$ cat config.mk
export PLATFORM = sky130hd
export DESIGN_NAME = hoplite_packet_assembler
export DESIGN_NICKNAME = d
export VERILOG_FILES = /design/src/rtl/hoplite_packet_assembler.sv
export SDC_FILE = /design/constraint.sdc
export NUM_CORES = 1
export LEC_CHECK = 0
export BUFFER_PORTS_ARGS = -buffer_cell sky130_fd_sc_hd__buf_2
export CORE_ASPECT_RATIO = 1.1
export CORE_UTILIZATION = 50
export DETAILED_ROUTE_END_ITERATION = 16
export GPL_TIMING_DRIVEN = 0
export PLACE_DENSITY = 0.71
export RECOVER_POWER = 25
export SETUP_SLACK_MARGIN = 0.3
export SLEW_MARGIN = 20
export SYNTH_ARGS = -nofsm -noshare
export SYNTH_HDL_FRONTEND = slang
export SYNTH_SLANG_ARGS = --single-unit
$ cat constraint.sdc
create_clock -name clk -period 4.3 [get_ports clk]
set_clock_uncertainty 0.2 [all_clocks]
set_input_delay 0.43 -clock clk [delete_from_list [all_inputs] [get_ports clk]]
set_output_delay 0.43 -clock clk [all_outputs]
set_load 0.02 [all_outputs]
$ cat src/rtl/hoplite_packet_assembler.sv
// hoplite_packet_assembler
// Gathers per-field network writes from a processor node into a staging
// register, packs them into one packet word on the commit strobe, and queues
// packets in a small FIFO that feeds the Hoplite router injection port.
//
// Handshake: a packet moves to the router in any cycle where packet_out_valid
// and packet_out_ready are both 1. packet_out_valid never drops without such
// a transfer, and packet_out stays stable while it waits. message_out_ready
// tells the node a commit will be accepted (FIFO not full). A commit at full
// still succeeds if the router accepts a packet in that same cycle.
module hoplite_packet_assembler #(
  parameter int COORD_BITS           = 1,
  parameter int MULTICAST_GROUP_BITS = 1,
  parameter int MATRIX_TYPE_BITS     = 1,
  parameter int MATRIX_COORD_BITS    = 8,
  parameter int MATRIX_ELEMENT_BITS  = 32,
  parameter int FIFO_DEPTH           = 4,
  parameter int PACKET_BITS          = 2*COORD_BITS + MULTICAST_GROUP_BITS + 2 +
                                       MATRIX_TYPE_BITS + 2*MATRIX_COORD_BITS +
                                       MATRIX_ELEMENT_BITS
) (
  input  logic                            clk,
  input  logic                            reset_n,
  input  logic [COORD_BITS-1:0]           x_coord_in,
  input  logic                            x_coord_in_valid,
  input  logic [COORD_BITS-1:0]           y_coord_in,
  input  logic                            y_coord_in_valid,
  input  logic [MULTICAST_GROUP_BITS-1:0] multicast_group_in,
  input  logic                            multicast_group_in_valid,
  input  logic                            done_flag_in,
  input  logic                            done_flag_in_valid,
  input  logic                            result_flag_in,
  input  logic                            result_flag_in_valid,
  input  logic [MATRIX_TYPE_BITS-1:0]     matrix_type_in,
  input  logic                            matrix_type_in_valid,
  input  logic [MATRIX_COORD_BITS-1:0]    matrix_x_coord_in,
  input  logic                            matrix_x_coord_in_valid,
  input  logic [MATRIX_COORD_BITS-1:0]    matrix_y_coord_in,
  input  logic                            matrix_y_coord_in_valid,
  input  logic [MATRIX_ELEMENT_BITS-1:0]  matrix_element_in,
  input  logic                            matrix_element_in_valid,
  input  logic                            packet_complete_in,
  output logic                            message_out_ready,
  output logic [PACKET_BITS-1:0]          packet_out,
  output logic                            packet_out_valid,
  input  logic                            packet_out_ready,
  output logic [$clog2(FIFO_DEPTH):0]     fifo_count,
  output logic                            drop_error,
  output logic [15:0]                     packets_sent
);

  localparam int PTR_BITS = $clog2(FIFO_DEPTH);
  localparam int CNT_BITS = PTR_BITS + 1;
  localparam logic [CNT_BITS-1:0] DEPTH_CNT = CNT_BITS'(FIFO_DEPTH);

  // Staging register, one per field
  logic [COORD_BITS-1:0]           st_x, st_y;
  logic [MULTICAST_GROUP_BITS-1:0] st_group;
  logic                            st_done, st_result;
  logic [MATRIX_TYPE_BITS-1:0]     st_type;
  logic [MATRIX_COORD_BITS-1:0]    st_mx, st_my;
  logic [MATRIX_ELEMENT_BITS-1:0]  st_elem;

  // Field values after same-cycle write bypass
  logic [COORD_BITS-1:0]           bp_x, bp_y;
  logic [MULTICAST_GROUP_BITS-1:0] bp_group;
  logic                            bp_done, bp_result;
  logic [MATRIX_TYPE_BITS-1:0]     bp_type;
  logic [MATRIX_COORD_BITS-1:0]    bp_mx, bp_my;
  logic [MATRIX_ELEMENT_BITS-1:0]  bp_elem;
  logic [PACKET_BITS-1:0]          packed_word;

  // FIFO state
  logic [PACKET_BITS-1:0] mem [FIFO_DEPTH];
  logic [PTR_BITS-1:0]    rd_ptr, wr_ptr;
  logic [CNT_BITS-1:0]    count;
  logic                   push, pop;

  // Bypass: a field written in the commit cycle wins over its staged value
  always_comb begin
    bp_x      = x_coord_in_valid        ? x_coord_in         : st_x;
    bp_y      = y_coord_in_valid        ? y_coord_in         : st_y;
    bp_group  = multicast_group_in_valid ? multicast_group_in : st_group;
    bp_done   = done_flag_in_valid      ? done_flag_in       : st_done;
    bp_result = result_flag_in_valid    ? result_flag_in     : st_result;
    bp_type   = matrix_type_in_valid    ? matrix_type_in     : st_type;
    bp_mx     = matrix_x_coord_in_valid ? matrix_x_coord_in  : st_mx;
    bp_my     = matrix_y_coord_in_valid ? matrix_y_coord_in  : st_my;
    bp_elem   = matrix_element_in_valid ? matrix_element_in  : st_elem;
    packed_word = {bp_x, bp_y, bp_group, bp_done, bp_result, bp_type,
                   bp_mx, bp_my, bp_elem};
  end

  // Staging fields load on their strobes; the bypass values already encode that
  always_ff @(posedge clk) begin
    if (!reset_n) begin
      st_x      <= '0;
      st_y      <= '0;
      st_group  <= '0;
      st_done   <= 1'b0;
      st_result <= 1'b0;
      st_type   <= '0;
      st_mx     <= '0;
      st_my     <= '0;
      st_elem   <= '0;
    end else begin
      st_x      <= bp_x;
      st_y      <= bp_y;
      st_group  <= bp_group;
      st_done   <= bp_done;
      st_result <= bp_result;
      st_type   <= bp_type;
      st_mx     <= bp_mx;
      st_my     <= bp_my;
      st_elem   <= bp_elem;
    end
  end

  // Push/pop decisions; a full FIFO still takes a commit when it pops
  always_comb begin
    pop  = packet_out_valid && packet_out_ready;
    push = packet_complete_in && ((count != DEPTH_CNT) || pop);
  end

  // Packet storage is not reset; only the pointers and count define contents
  always_ff @(posedge clk) begin
    if (push) begin
      mem[wr_ptr] <= packed_word;
    end
  end

  // Pointers, occupancy, sticky drop flag and sent counter
  always_ff @(posedge clk) begin
    if (!reset_n) begin
      rd_ptr       <= '0;
      wr_ptr       <= '0;
      count        <= '0;
      drop_error   <= 1'b0;
      packets_sent <= '0;
    end else begin
      if (push) begin
        wr_ptr <= wr_ptr + PTR_BITS'(1);
      end
      if (pop) begin
        rd_ptr       <= rd_ptr + PTR_BITS'(1);
        packets_sent <= packets_sent + 16'd1;
      end
      if (push && !pop) begin
        count <= count + CNT_BITS'(1);
      end else if (pop && !push) begin
        count <= count - CNT_BITS'(1);
      end
      if (packet_complete_in && !push) begin
        drop_error <= 1'b1;
      end
    end
  end

  // Outputs derive only from registered state
  always_comb begin
    packet_out        = mem[rd_ptr];
    packet_out_valid  = (count != '0);
    message_out_ready = (count != DEPTH_CNT);
    fifo_count        = count;
  end

endmodule

[Word-level counts from Yosys, hierarchy flattened]
Memory sizes are Yosys's and may differ from the RTL's. A register that Yosys moved wholly into a read port is not among the register bits.
Cells that the tools add are included.
Storage, ports and cells
  output and inout port bits: 76
  memories kept: 1
  bits in registers: 78
  logic and storage cells: 46
  bits in writable memories: 216
Memory list
  mem: depth 4, width 54, read ports 1, clocked after memory_dff 1, wr ports 1, line 74  | logic [PACKET_BITS-1:0] mem [FIFO_DEPTH];
Cells by class
  reduce and logical (&&, ||, !) cells: 10
  $add $sub $neg: 5
  mux-type cells: 15
  equal/unequal tests: 1
Operator list (number)
  32-bit two-way mux: 1
  16-bit by 1-bit adder with 16-bit output (second input constant): 1
  8-bit two-way mux: 2
  1-bit two-way mux: 8
  3-bit two-way mux: 2
  1-bit logical AND: 5
  2-bit by 1-bit adder with 2-bit output (second input constant): 2
  2-bit two-way mux: 2
  3-bit by 1-bit adder with 3-bit output (second input constant): 1
  3-bit inequality test (second input constant): 1
  3-bit nonzero test: 1
  3-bit by 1-bit subtractor with 3-bit output (second input constant): 1
  1-bit logical NOT: 2
  2-bit nonzero test: 1
  1-bit logical OR: 1

[Depth between registers and ports, before layout]
  word-level depth: 8
  gate-level depth with buffers: 9

[Least setup slack after synthesis]
Ideal clock, no wire load.
  path type: reg-to-reg
  start point: register count[0] (netlist: fifo_count[0])
  end point: memory mem[0][0] (netlist name) (enable)
  stages on the path, launching flop included: 4
  period minus slack after synthesis: 3.010 ns
  required time: 3.683 ns
  library setup time: 0.417 ns
  data arrival time: 2.392 ns
  setup slack: 1.290 ns
  cell sequence: dfxtp_1 or3b_2 o21a_1 and2_1
On the way
  elaborated cells between the ends (all ways): 7
RTL lines
  start: declaration: line 76  | logic [CNT_BITS-1:0] count;
  start signal: assignment: line 149  | count <= count + CNT_BITS'(1);
  start signal: assignment: line 151  | count <= count - CNT_BITS'(1);
  3-bit inequality test
  net message_out_ready: line 43  | output logic message_out_ready,
  1-bit logical OR: line 122  | push = packet_complete_in && ((count != DEPTH_CNT) || pop);
  1-bit logical AND: line 122
  net push: line 77  | logic push, pop;
  1-bit two-way mux: line 127  | if (push) begin
  1-bit two-way mux (not written as such): line 128  | mem[wr_ptr] <= packed_word;
  end: declaration: line 74
The timed path passes the listed nets, and every way through them passes these cells.

==> out/qor.json <==
{
  "outcome": {
    "outcome": "finished, final reports clean"
  },
  "power": {
    "sequential_power_share_pct": 45.7,
    "p_sw_share_pct": 27.3,
    "vdd_drop_max_mv": 0.336,
    "power.static_leakage_nw": 4.74,
    "power.combinational.fraction_pct": 22.3,
    "power_frac_clock_pct": 32.0,
    "power.internal_mw": 5.45,
    "p_switching_mw": 2.05,
    "power_per_cell_area_nw_per_um2": 573
  },
  "placement": {
    "final_hpwl_from_detailed_placement_microns": 13000,
    "buffer_ports.inserted": 139,
    "gpl.final_weighted_congestion": 0.747,
    "post_dp_cell_area_sq_um": 12200
  },
  "critical_path": {
    "endpoint_kind": "output pin",
    "rr_startpoint": "fifo_count[1]$_SDFFE_PN0P_",
    "r2r_slack_ns": 1.69,
    "critical-path-slowest-cell": "sky130_fd_sc_hd__clkbuf_1",
    "arrival_ns": 2.50,
    "worst-endpoint-required_ns": 3.67,
    "cpLargestDelayFamily": "buffers and inverters",
    "crit_type": "reg2out",
    "crit_buf_inv": 3,
    "cp_cell_sequence": "clkbuf_1, clkbuf_1, mux4_2, buf_2",
    "reg2regPathDepth": 9,
    "timing.critical_path.slowest_cell_delay_ns": 0.59,
    "crit_path_max_fanout": 10,
    "worst_flop_to_flop_path_endpoint": "fifo_count[2]$_SDFFE_PN0P_",
    "crit_path_frequent_cell": "sky130_fd_sc_hd__clkbuf_1",
    "startpoint_type": "register"
  },
  "finish": {
    "finish.instance_area_sq_um": 13100,
    "area_growth_from_synthesis_to_final_layout_pct": 18.8,
    "post_route_cells_drive_above_1_share_pct": 34.3,
    "filler_cell_count": 1620,
    "multiInputGateArea_sq_um": 2820,
    "final_common_cell": "sky130_fd_sc_hd__edfxtp_1",
    "final_cell_mix": "216 x sky130_fd_sc_hd__edfxtp_1, 146 x sky130_fd_sc_hd__buf_2, 80 x sky130_fd_sc_hd__dfxtp_1",
    "regArea_sq_um": 8090,
    "fin_nets": 836
  },
  "synthesis": {
    "post_synthesis_net_count": 661,
    "synth.largest_area_cell": "sky130_fd_sc_hd__edfxtp_1",
    "post_synth_inst_count": 587,
    "ys.warnings.count": 0,
    "count_of_flip_flops_with_a_built_in_enable_after_synthesis": 216,
    "postSynth.asyncResetShare_pct": 0,
    "ys_dominant_reg_cell": "sky130_fd_sc_hd__edfxtp_1",
    "synth.distinct_cells": 32,
    "post-synth-top-area-fraction_pct": 58.8,
    "synth-seq-cells": 296,
    "ys_top_cells_by_area": "sky130_fd_sc_hd__edfxtp_1 59%, sky130_fd_sc_hd__dfxtp_1 15%, sky130_fd_sc_hd__mux4_2 11%",
    "mappedNetlistArea_sq_um": 11000,
    "seq_area_frac_synth_pct": 73.3,
    "average_footprint_of_a_synthesized_cell_sq_um": 18.8
  },
  "sta": {
    "post-route-period-util_pct": 72.7,
    "timing.setup.tns_ns": 0,
    "relative_slew_slack_pct": 54.3,
    "timing.fmax_mhz": 320,
    "drv_slew": 0,
    "hold-worst-slack_ns": 0.0639,
    "finalHoldViolations": 0,
    "finalSetupViolations": 0,
    "worst_margin_pin_slew_ns": 0.685,
    "setup_repair_after_global_routing_missed_its_margin": "no",
    "final.min_clock_period_ns": 3.13
  },
  "clocking": {
    "clock-sinks": 296,
    "cts_made_buffers": 29,
    "cts_tree": "built",
    "htree_num_levels": 1,
    "max-clock-path-buffers": 3,
    "cts.root.buffer_cell": "sky130_fd_sc_hd__clkbuf_16",
    "clkSlewWorstSetupHoldPaths_ns": 0.06,
    "clock_latency_late_sink_ns": 0.53
  },
  "hold_path": {
    "hold-path-cell-count": 2,
    "worst_hold_path_type": "in2reg",
    "hold_path_end": "mem[1][8]$_DFFE_PP_",
    "min_from": "matrix_element_in[8]"
  },
  "floorplanning": {
    "die_y_extent_microns": 158,
    "fp.dieArea_sq_um": 22700,
    "start_util_pct": 51.3,
    "die_boundary_width_microns": 144,
    "num_rows": 56,
    "core-area_sq_um": 21500,
    "boundaryPins": 143
  },
  "drt": {
    "drcViolationCount": 0,
    "postRouteAntennaNets": 0,
    "via_count": 5682,
    "drt_pass1_iterations": 4,
    "route.final.wire_length_microns": 20700,
    "detailedRoute.firstIterationViolations": 250,
    "via_per_inst": 5.28,
    "detail_route.wl_per_cell_microns": 19.2
  },
  "grt": {
    "grt_pass1_wl_microns": 31800,
    "grt.total_usage_pct": 18.8,
    "grt_pass1_vias": 5942,
    "antenna_found_initial": 1,
    "grt_max_degree": 32,
    "globalRoute.totalOverflow": 0
  },
  "run": {
    "max-cap-violations": 0
  }
}
## sequential cells by signal, summed over array words and instances, names as in the netlist, 2 cells and up, named ones only
| name | flops |
|---|---|
| st_my | 8 |
| packets_sent | 16 |
| mem | 216 |
| fifo_count | 3 |
| rd_ptr | 2 |
| wr_ptr | 2 |
| st_mx | 8 |
| st_elem | 32 |
## how the worst max path moves through the flow
stage | startpoint | endpoint | cells after the start
after global placement | fifo_count[0]$_SDFFE_PN0P_ | mem[0][37]$_DFFE_PP_ | 3
final | register | packet_out[25] | 4
after detailed placement | register | packet_out[25] | 4
after floorplan | fifo_count[0]$_SDFFE_PN0P_ | mem[0][0]$_DFFE_PP_ | 3
after global routing | register | packet_out[25] | 4
after CTS | register | packet_out[42] | 4
## per-layer routing
metal  wire length [microns]  share of wire [%]  track usage [%]  vias to the layer above
li1                        -                  -                -                     2625
met1                    8590                 42             23.3                     2892
met2                   10700                 52             33.4                      131
met3                    1050                5.1             4.02                       32
met4                     307                1.5             4.36                        2
met5                      18              0.087                0                        -
## final cells by class
class                   count  area share [%]
inverters                   6           0.172
plain buffers              27           0.840
clock inverters             7           0.525
clock buffers              47            6.44
well taps                 290            2.77
multi-input cells         258            21.5
diodes                      1          0.0191
flip-flops and latches    296            61.7
repair buffers            144            6.00
## what timing repair did
item	4_1_cts	5_1_grt
hold buffers	1	0
buffers inserted	0	0
gates resized for setup	0	0
endpoints found under the hold margin	1	0
## power groups by stage
stage          clock network, mW  registers (mW)  logic, mW
2_1_floorplan                  0            3.50       1.16
3_3_place_gp                   0            3.49       1.66
3_5_place_dp                   0            3.49       1.71
4_1_cts                     2.45            3.43       1.72
5_1_grt                     2.56            3.45       1.81
6_report                    2.40            3.43       1.67
## cell usage after synthesis (all sizes together) (2+ instances only)
| cell | n |
|---|---|
| inv | 6 |
| and3 | 2 |
| dfxtp | 80 |
| clkbuf | 17 |
| mux2i | 2 |
| edfxtp | 216 |
| nor2 | 17 |
| nand2 | 9 |
| or3 | 7 |
| xor2 | 8 |
| buf | 10 |
| a21oi | 10 |
| and2 | 58 |
| or4 | 3 |
| nand4 | 4 |
| xnor2 | 4 |
| ha | 6 |
| o31ai | 2 |
| nand3 | 5 |
| mux2 | 54 |
| mux4 | 54 |
| o21ai | 7 |
## kinds of logic after synthesis
logic type,share of synthesized area [%]
multiplexers,16.7
flip-flops,73.3
XOR/XNOR,0.953
AND/OR/NAND/NOR,5.68
buffers and inverters,1.22
adder cells (fa/ha/maj),0.862
AO/OA/AOI/OAI,1.26
## per-stage QoR
step                total power [mW]  instances  setup WS, ns  utilization (%)
global placement                5.15       1016         0.372             56.2
global route                    7.82       1075          1.04             60.9
finish                          7.50       1076          1.17             60.9
CTS                             7.61       1075          1.08             60.9
detailed placement              5.21       1020          1.66             56.6
floorplan                       4.66        587          1.29                -
No activity file was read; power rests on OpenSTA's default activity.
